--- config.mk ---
export PLATFORM = sky130hd
export DESIGN_NAME = updown_counter_param
export DESIGN_NICKNAME = d
export VERILOG_FILES = /design/src/rtl/counter_pkg.sv /design/src/rtl/counter_next_value.sv /design/src/rtl/updown_counter_param.sv
export SDC_FILE = /design/constraint.sdc
export NUM_CORES = 1
export LEC_CHECK = 0
export BUFFER_PORTS_ARGS = -buffer_cell sky130_fd_sc_hd__buf_2
export CAP_MARGIN = 5
export CORE_MARGIN = 10
export CORE_UTILIZATION = 50
export DETAILED_ROUTE_END_ITERATION = 8
export GPL_TIMING_DRIVEN = 1
export PLACE_DENSITY = 0.76
export SLEW_MARGIN = 40
export SYNTH_ARGS = -nofsm -noshare
export SYNTH_HDL_FRONTEND = slang
export SYNTH_SLANG_ARGS = --single-unit
--- constraint.sdc ---
create_clock -name Clock -period 2 [get_ports Clock]
set_input_delay 0.2 -clock Clock [delete_from_list [all_inputs] [get_ports Clock]]
set_output_delay 0.2 -clock Clock [all_outputs]
set_load 0.005 [all_outputs]
--- src/rtl/counter_pkg.sv ---
// Shared definitions for the counter family: default width, bound modes and count direction.
package counter_pkg;

  localparam int unsigned COUNTER_WIDTH_DEFAULT = 8;

  // Values for the SATURATE parameter
  localparam int unsigned CNT_MODE_WRAP = 0;
  localparam int unsigned CNT_MODE_SAT  = 1;

  typedef enum logic {
    CNT_DOWN = 1'b0,
    CNT_UP   = 1'b1
  } cnt_dir_e;

endpackage

--- src/rtl/counter_next_value.sv ---
// Combinational step function: next count and bound-event flag for one counting edge.
// Kept separate so the cascaded-counter top can reuse the same bound rules.
module counter_next_value
  import counter_pkg::*;
#(
  parameter int unsigned     WIDTH     = COUNTER_WIDTH_DEFAULT,
  parameter longint unsigned MAX_VALUE = (64'd1 << WIDTH) - 64'd1,
  parameter int unsigned     SATURATE  = CNT_MODE_WRAP
) (
  input  logic [WIDTH-1:0] count,
  input  logic             up,
  output logic [WIDTH-1:0] next_count_c,
  output logic             bound_hit_c
);

  localparam logic [WIDTH:0]   MAX_EXT = (WIDTH+1)'(MAX_VALUE);
  localparam logic [WIDTH-1:0] MAX_W   = WIDTH'(MAX_VALUE);
  localparam bit               SAT     = (SATURATE == CNT_MODE_SAT);

  logic [WIDTH:0] count_ext;
  cnt_dir_e       dir;

  assign count_ext = {1'b0, count};
  assign dir       = cnt_dir_e'(up);

  // Step one position in the requested direction; an out-of-range count is treated as the bound
  always_comb begin
    next_count_c = count;
    bound_hit_c  = 1'b0;
    if (dir == CNT_UP) begin
      if (count_ext >= MAX_EXT) begin
        bound_hit_c  = 1'b1;
        next_count_c = SAT ? MAX_W : '0;
      end else begin
        next_count_c = WIDTH'(count_ext + (WIDTH+1)'(1));
      end
    end else begin
      if ((count_ext == '0) || (count_ext > MAX_EXT)) begin
        bound_hit_c  = 1'b1;
        next_count_c = SAT ? '0 : MAX_W;
      end else begin
        next_count_c = WIDTH'(count_ext - (WIDTH+1)'(1));
      end
    end
  end

endmodule

--- src/rtl/updown_counter_param.sv ---
// Parametrised loadable up/down counter with programmable modulus, wrap/saturate mode,
// cascade carry and wrap/overflow status.
module updown_counter_param
  import counter_pkg::*;
#(
  parameter int unsigned     WIDTH     = COUNTER_WIDTH_DEFAULT,
  parameter longint unsigned MAX_VALUE = (64'd1 << WIDTH) - 64'd1,
  parameter int unsigned     SATURATE  = CNT_MODE_WRAP
) (
  input  logic             Clock,
  input  logic             Reset,
  input  logic             Enable,
  input  logic             Load,
  input  logic             Up,
  input  logic [WIDTH-1:0] Data,
  output logic [WIDTH-1:0] Count,
  output logic             CarryOut,
  output logic             Wrap,
  output logic             Overflow
);

  localparam logic [WIDTH:0]   MAX_EXT = (WIDTH+1)'(MAX_VALUE);
  localparam logic [WIDTH-1:0] MAX_W   = WIDTH'(MAX_VALUE);

  // Reject parameter sets that would let the count range escape the register
  if ((WIDTH < 2) || (WIDTH > 63)) begin : g_chk_width
    $fatal(1, "updown_counter_param: WIDTH must be in 2..63");
  end
  if ((MAX_VALUE == 64'd0) || (MAX_VALUE > ((64'd1 << WIDTH) - 64'd1))) begin : g_chk_max
    $fatal(1, "updown_counter_param: MAX_VALUE must be in 1..2**WIDTH-1");
  end
  if (SATURATE > CNT_MODE_SAT) begin : g_chk_mode
    $fatal(1, "updown_counter_param: SATURATE must be 0 or 1");
  end

  logic [WIDTH-1:0] count_q, count_d;
  logic             wrap_q, wrap_d;
  logic             overflow_q, overflow_d;
  logic [WIDTH-1:0] load_value_c;
  logic [WIDTH-1:0] step_value_c;
  logic             bound_hit_c;

  counter_next_value #(
    .WIDTH     (WIDTH),
    .MAX_VALUE (MAX_VALUE),
    .SATURATE  (SATURATE)
  ) u_next (
    .count        (count_q),
    .up           (Up),
    .next_count_c (step_value_c),
    .bound_hit_c  (bound_hit_c)
  );

  // Parallel load value clamped into the legal count range
  assign load_value_c = ({1'b0, Data} > MAX_EXT) ? MAX_W : Data;

  // Next-state selection: hold, load or count
  always_comb begin
    count_d    = count_q;
    wrap_d     = 1'b0;
    overflow_d = overflow_q;
    if (Enable) begin
      if (Load) begin
        count_d    = load_value_c;
        overflow_d = 1'b0;
      end else begin
        count_d = step_value_c;
        wrap_d  = bound_hit_c;
        if (bound_hit_c) begin
          overflow_d = 1'b1;
        end
      end
    end
  end

  // State registers with asynchronous clear
  always_ff @(posedge Clock or negedge Reset) begin
    if (!Reset) begin
      count_q    <= '0;
      wrap_q     <= 1'b0;
      overflow_q <= 1'b0;
    end else begin
      count_q    <= count_d;
      wrap_q     <= wrap_d;
      overflow_q <= overflow_d;
    end
  end

  assign Count    = count_q;
  assign Wrap     = wrap_q;
  assign Overflow = overflow_q;

  // Zero-latency carry so the next stage steps on the same edge this stage wraps
  assign CarryOut = Enable & ~Load & (Up ? (count_q == MAX_W) : (count_q == '0));

endmodule

==> summary.txt, run 1 <==
Run status
  – Status: finished clean

Setup path
  – WS Path Type: flip-flop to output pin
  – CP peak stage delay: roughly 0.55 ns
  – Worst path bufs/invs: 1
  – Worst-path fanout max: 9
  – Req. time, crit path: roughly 1.8 ns
  – Crit path DAT: ~1.8 ns
  – CP endpoint kind: output pin
  – Crit path cell chain: and4_1 -> a41oi_2 -> nor3_2 -> buf_2
  – Startpoint Class: flip-flop
  – Slowest cell on crit path: dfrtp_1
  – CP delay by family, top: simple AND/OR/NAND/NOR gates

Timing
  – Worst Tran Pin Value: roughly 0.36 ns
  – Post-route minimum period: between 1.5 and 2 ns
  – Min Hold Slack: 0.1644 ns
  – Final setup fails: 0
  – Relative slew slack: between 70% and 80%
  – Hold Violations, Final: 0
  – Max Freq: between 500 and 600 MHz
  – Slew Viols, Final: 0
  – Clk_skew: about 0.0039 ns
  – Tcrit/Tclk final: a little over nine tenths

Detailed routing
  – Post-DR vias/cell: about 6.2
  – Post-route ant nets: 0
  – Total Wirelength: about 3100 µm
  – DR vias: 1056
  – DRT Pass-1 Iters: 4
  – DRT iter0 DRCs: 100
  – Remaining DRCs: 0
  – Routed WL per cell: between 15 and 20 µm

Global routing
  – GRT Residual Overflow: 0
  – First-pass GRT wire length: 5202 µm
  – Largest net degree at the start of global routing: 20
  – Vias in the first global route: roughly 1000
  – GRT Total Usage: roughly 16%
  – Initial antenna violation count: 0

Cells and area
  – Ant diodes: 0
  – Post-route insts no fill: 170
  – Nets: about 160
  – Layout area overhead: 28.92%
  – Most common cell after layout, fill and taps aside: buf_2
  – Layout cells sized above 1: roughly 37%
  – Commonest cells after routing, fill and taps aside: buf_2 (23), buf_4 (14), o21ai_0 (9)

CTS
  – Worst-path clk slew: about 0.070 ns
  – Total CTS buffers: 3
  – CTS tree: built
  – Skew-Pair Late Insertion Delay: roughly 0.28 ns
  – Clk root buf: clkbuf_4
  – Clk buf depth: 2
  – H-tree depth reported by CTS: 1
  – Clk sinks: 10

Floorplan
  – Row count: 15
  – Ports: 24
  – Die Width: 62.83 µm
  – Die Y: ~63 µm
  – CORE AREA: between 0.0015 and 0.002 mm²
  – Initial Util: between 50% and 60%
  – Total die area: 0.003948 mm²

Synth
  – Cells after Synth: around 110
  – Synth Area per Inst: a little over 8 µm²
  – Post-synthesis cell type count: 44
  – Number of flops mapped to enable cells by yosys: 0
  – Ys Warns: 0
  – Syn_nets: 128
  – Primary FF master, synth: dfrtp_1
  – Sequential share of the synthesized area: between 20% and 30%
  – Post-Syn Area: about 920 µm²
  – Synth async-reset ratio: 100.0%
  – Yosys reg bits: 10

Power and ir drop
  – Static leakage power: roughly 0.00050 µW
  – VDD IR-drop max: roughly 0.00037 V
  – Power Density: about 710 mW/mm²

Place
  – Detailed Place HPWL: 2111 µm
  – Placed Cells incl. Taps: 160
  – Placer Congestion: between 0.9 and 1
  – Number of I/O port buffers: 23

Hold path
  – Tightest Hold Check Type: primary input to flip-flop

Run
  – Maxcap violations: 0
[worst paths after layout]
path / start / to / slack [ns] / depth (start not counted)
max in group asynchronous: Reset / Count[4] / 1.45 / 2
setup / recovery: Count[5] / CarryOut / 0.03 / 4
min in group asynchronous: Reset / Count[6] / 0.32 / 2
hold / removal: Data[6] / Count[6] / 0.16 / 3
hold reg to reg: Overflow / Overflow / 0.47 / 1
setup reg to reg: Count[1] / Count[5] / 0.19 / 7
[report_power, final]
part | switching (µW) | internal (µW)
Combinational | 224 | 178
Sequential | 53.1 | 237
Clock | 81.2 | 69.9
Total | 358 | 485
[synthesized netlist by cell type (3+ instances only)]
cell | n | area (µm²)
xor2_1 | 3 | 26.28
nor2_1 | 4 | 15.01
o21ai_0 | 9 | 45.04
nand3_1 | 8 | 40.04
nand2_1 | 8 | 30.03
o22ai_1 | 3 | 18.77
a21oi_1 | 6 | 30.03
inv_1 | 6 | 22.52
a211oi_1 | 3 | 22.52
nand2b_1 | 3 | 18.77
dfrtp_1 | 10 | 250.2
nor3_1 | 4 | 20.02
o21a_1 | 3 | 22.52
nor3b_1 | 3 | 22.52
ha_1 | 3 | 37.54
[registers in the layout (all words and copies together), names as in the netlist]
signal	flops
Wrap	1
Count	8
Overflow	1
[logic make-up (layout without fill, tap and decap cells)]
group	count (synthesis)	in the layout	share of synthesized area [%]
buffers and inverters	14	47	7.639
xor gates and xnor gates	3	3	2.865
DFF	10	10	27.29
adders and majority gates	3	3	4.093
AOI/OAI and AO/OA	40	40	29.74
and+or+nand+nor	42	42	28.38
[metrics by stage]
stage                      TNS, ns  utilization [%]  power, µW  setup slack (ns)  area [µm²]
after floorplan                  0                -      512.8            0.3177       917.1
after global placement           0            62.32      637.6            0.2116        1076
after detailed placement         0            62.32      643.8           0.08527        1076
after CTS                        0            65.58      802.5           0.02834        1132
final                            0            68.48      843.6           0.02561        1182
after global routing      -0.08918            68.48      902.5          -0.08918        1182
[what timing repair did]
action	CTS	global route
gates resized for setup	2	7
gates cloned	0	0
endpoints found under the setup margin	1	1
setup buffers	1	5
pin swaps	0	2
hold buffers	1	0
endpoints found under the hold margin	10	0
[area by class of cell]
| cell class | instances | area (µm²) |
|---|---|---|
| flip-flops and latches | 10 | 254.0 |
| multi-input cells | 88 | 621.8 |
| well taps | 25 | 31.28 |
| clock buffers | 3 | 22.52 |
| inverters | 6 | 22.52 |
| fillers | 152 | 544.3 |
| repair buffers | 38 | 230.2 |
[worst min-delay path, cell delays in order]
cell,delay (ns)
buf_2,0.08
nand3_1,0.05
o2111ai_1,0.08
[layer usage]
metal | track usage, % | share of wire, % | up-vias
li1 | - | - | 495
met1 | 19.52 | 40 | 479
met2 | 24.49 | 48 | 74
met3 | 3.943 | 9.0 | 8
met4 | 10.06 | 2.7 | 0
met5 | 0 | 0 | -
Note: power is estimated with default switching activity, not from simulation.
==> inputs of run 2 (changes only) <==
==> constraint.sdc (replaced) <==
create_clock -name Clock -period 2.3 [get_ports Clock]
set_input_delay 0.23 -clock Clock [delete_from_list [all_inputs] [get_ports Clock]]
set_output_delay 0.23 -clock Clock [all_outputs]
set_load 0.005 [all_outputs]
==> run 2 against run 1 <==
Compared with the run above: global-route usage is 2.7 points lower; combinational power is 34% lower; first-iteration DRC count is 61% lower; register-to-register slack better by 0.24 ns; clock-buffer cell count stayed put.
==> summary.txt, run 2 (synthesis gave the netlist of run 1 again) <==
Setup path
  – Worst-path fanout max: 9 (unchanged)
  – Crit path cell chain: inv_2 -> ha_1 -> nor4b_4 -> a21oi_2 -> nor3_2 -> buf_2
  – R2r endpoint: Count[5]
  – CP peak stage delay: 0.48 ns (-0.07 ns)
  – Worst path bufs/invs: 2 (+1)
  – CP endpoint kind: output pin
  – Worst R2R Setup Slack: 0.43 ns (+0.24 ns)
  – WS Path Type: flip-flop to output pin
  – Startpoint Class: flip-flop
  – Slowest cell on crit path: dfrtp_1
  – CP Launch Point: Count[0]
  – Crit Reg-Reg Startpoint: Count[3]
  – Req. time, crit path: 2.07 ns (+0.27 ns)
  – R2R cell count: 5 (-2)
  – Crit path DAT: 1.90 ns (+0.13 ns)
  – CP delay by family, top: simple AND/OR/NAND/NOR gates

Floorplan
  – Die Y: 62.83 µm (unchanged)
  – Row count: 15 (unchanged)
  – Die Width: 62.83 µm (unchanged)
  – CORE AREA: 0.001727 mm² (unchanged)
  – Ports: 24 (unchanged)
  – Initial Util: 53.12% (unchanged)
  – Total die area: 0.003948 mm² (unchanged)

Place
  – Detailed Place HPWL: 2007 µm (-5.0%)
  – Number of I/O port buffers: 23 (unchanged)
  – Placer Congestion: 0.9069 (+0.39%)

Power and ir drop
  – Power Density: 628.4 mW/mm² (-12%)
  – Combinational power share: 39.0% (-8.7 points)
  – Clk pwr share: 19.6% (+1.7 points)
  – Internal power: 383.8 µW (-21%)
  – Static leakage power: 0.0004493 µW (-11%)
  – Sw frac: 43.30% (+0.84 points)
  – Psw: 293.1 µW (-18%)
  – VDD IR-drop max: 0.0004138 V (+12%)
  – Sequential share of power: 41.4% (+7.0 points)

Timing
  – Relative slew slack: 66.62% (-9.4 points)
  – Final setup fails: 0 (unchanged)
  – Clk_skew: 0.005443 ns (+0.001502 ns)
  – Tcrit/Tclk final: 92.55%
  – Worst Tran Pin Value: 0.4942 ns (+0.1368 ns)
  – Max Freq: about 470 MHz
  – RSZ-0062 raised after global routing: false
  – Hold Violations, Final: 0 (unchanged)
  – Post-route minimum period: between 2 and 2.5 ns
  – Final TNS setup: 0 ns (unchanged)
  – Slew Viols, Final: 0 (unchanged)

Run
  – Maxcap violations: 0 (unchanged)

Hold path
  – Hold worst-path end: Count[6]
  – Worst hold start: Data[6]
  – WHS Path Cells: 3 (unchanged)
  – Tightest Hold Check Type: primary input to flip-flop

CTS
  – Worst-path clk slew: 0.08 ns (about the same)
  – Clk buf depth: 2 (unchanged)
  – CTS tree: built
  – Clk root buf: clkbuf_4
  – Clk sinks: 10 (unchanged)
  – H-tree depth reported by CTS: 1 (unchanged)
  – Skew-Pair Late Insertion Delay: 0.28 ns (about the same)
  – Total CTS buffers: 3 (unchanged)

Global routing
  – GRT Total Usage: 13.38% (-2.7 points)
  – Largest net degree at the start of global routing: 20 (unchanged)
  – Vias in the first global route: 955 (-8.4%)
  – First-pass GRT wire length: 4416 µm (-15%)
  – Initial antenna violation count: 0 (unchanged)
  – GRT Residual Overflow: 0 (unchanged)

Detailed routing
  – Post-DR vias/cell: 6.361 (+2.4%)
  – DRT Pass-1 Iters: 4 (unchanged)
  – Remaining DRCs: 0 (unchanged)
  – DR vias: 1005 (-4.8%)
  – Routed WL per cell: 17.59 µm (-4.2%)
  – DRT iter0 DRCs: 39 (-61%)
  – Total Wirelength: 2779 µm (-11%)
  – Post-route ant nets: 0 (unchanged)

Cells and area
  – Max reg flops: 8 (unchanged)
  – Nets: 151 (-7.4%)
  – Post-Route Utilization: 62.39% (-6.1 points)
  – Layout cells sized above 1: 27.07% (-9.5 points)
  – Layout area overhead: 17.46%
  – Most common cell after layout, fill and taps aside: buf_2
  – Ant diodes: 0 (unchanged)
  – Commonest cells after routing, fill and taps aside: buf_2 (23), dfrtp_1 (9), o21ai_0 (9)

Run status
  – Status: finished clean
## run 2: cell count changes in the layout (fill, tap and decap cells not counted), sizes merged
cell / delta
buf: -12
## run 2: stage by stage
step                instance area, µm²  hold WS [ns]  cells  worst slack, ns  power [µW]
floorplan                        917.1      -0.06559    112           0.5877       445.9
global placement                  1031        0.1078    154           0.3749       530.5
detailed placement                1031        0.1104    154           0.3437       529.2
CTS                               1064        0.2396    158          0.03830       656.0
global route                      1077        0.2669    158          0.01370       720.9
finish                            1077        0.2359    158           0.1713       676.9
## run 2: layout make-up
cell class / instances / area [µm²]
tap: 25 / 31.28
inverter: 6 / 22.52
multi-input combinational: 88 / 609.3
sequential: 10 / 251.5
clock buffer: 3 / 22.52
timing repair buffer: 26 / 140.1
fill: 158 / 649.4
## run 2: worst max path at each step
stage,to,slack (ns),cells after the start
global placement,CarryOut,0.37,6
floorplan,CarryOut,0.59,5
global route,CarryOut,0.01,6
detailed placement,CarryOut,0.34,6
finish,CarryOut,0.17,6
CTS,CarryOut,0.04,6
## run 2: per-layer routing
layer / routed length, µm / track usage, %
met3: 218 / 3.047
met5: 0 / 0
met4: 75 / 8.101
met1: 1237 / 17.27
met2: 1248 / 19.49
## run 2: repair_timing
action,in CTS,in global routing
hold endpoints to repair,10,0
endpoints found under the setup margin,0,1
setup buffers,0,0
hold buffers,1,0
resized for setup,0,4
## run 2: tightest hold or removal path, stage by stage
cell and delay [ns]:
buf_2 0.09, nand3_1 0.07, o2111ai_1 0.09
## run 2: power by group through the flow
stage / combinational (µW) / sequential (µW) / clock [µW]
4_1_cts: 256 / 273 / 127
5_1_grt: 292 / 289 / 140
2_1_floorplan: 196 / 250 / 0
3_5_place_dp: 253 / 276 / 0
6_report: 264 / 280 / 133
3_3_place_gp: 254 / 276 / 0
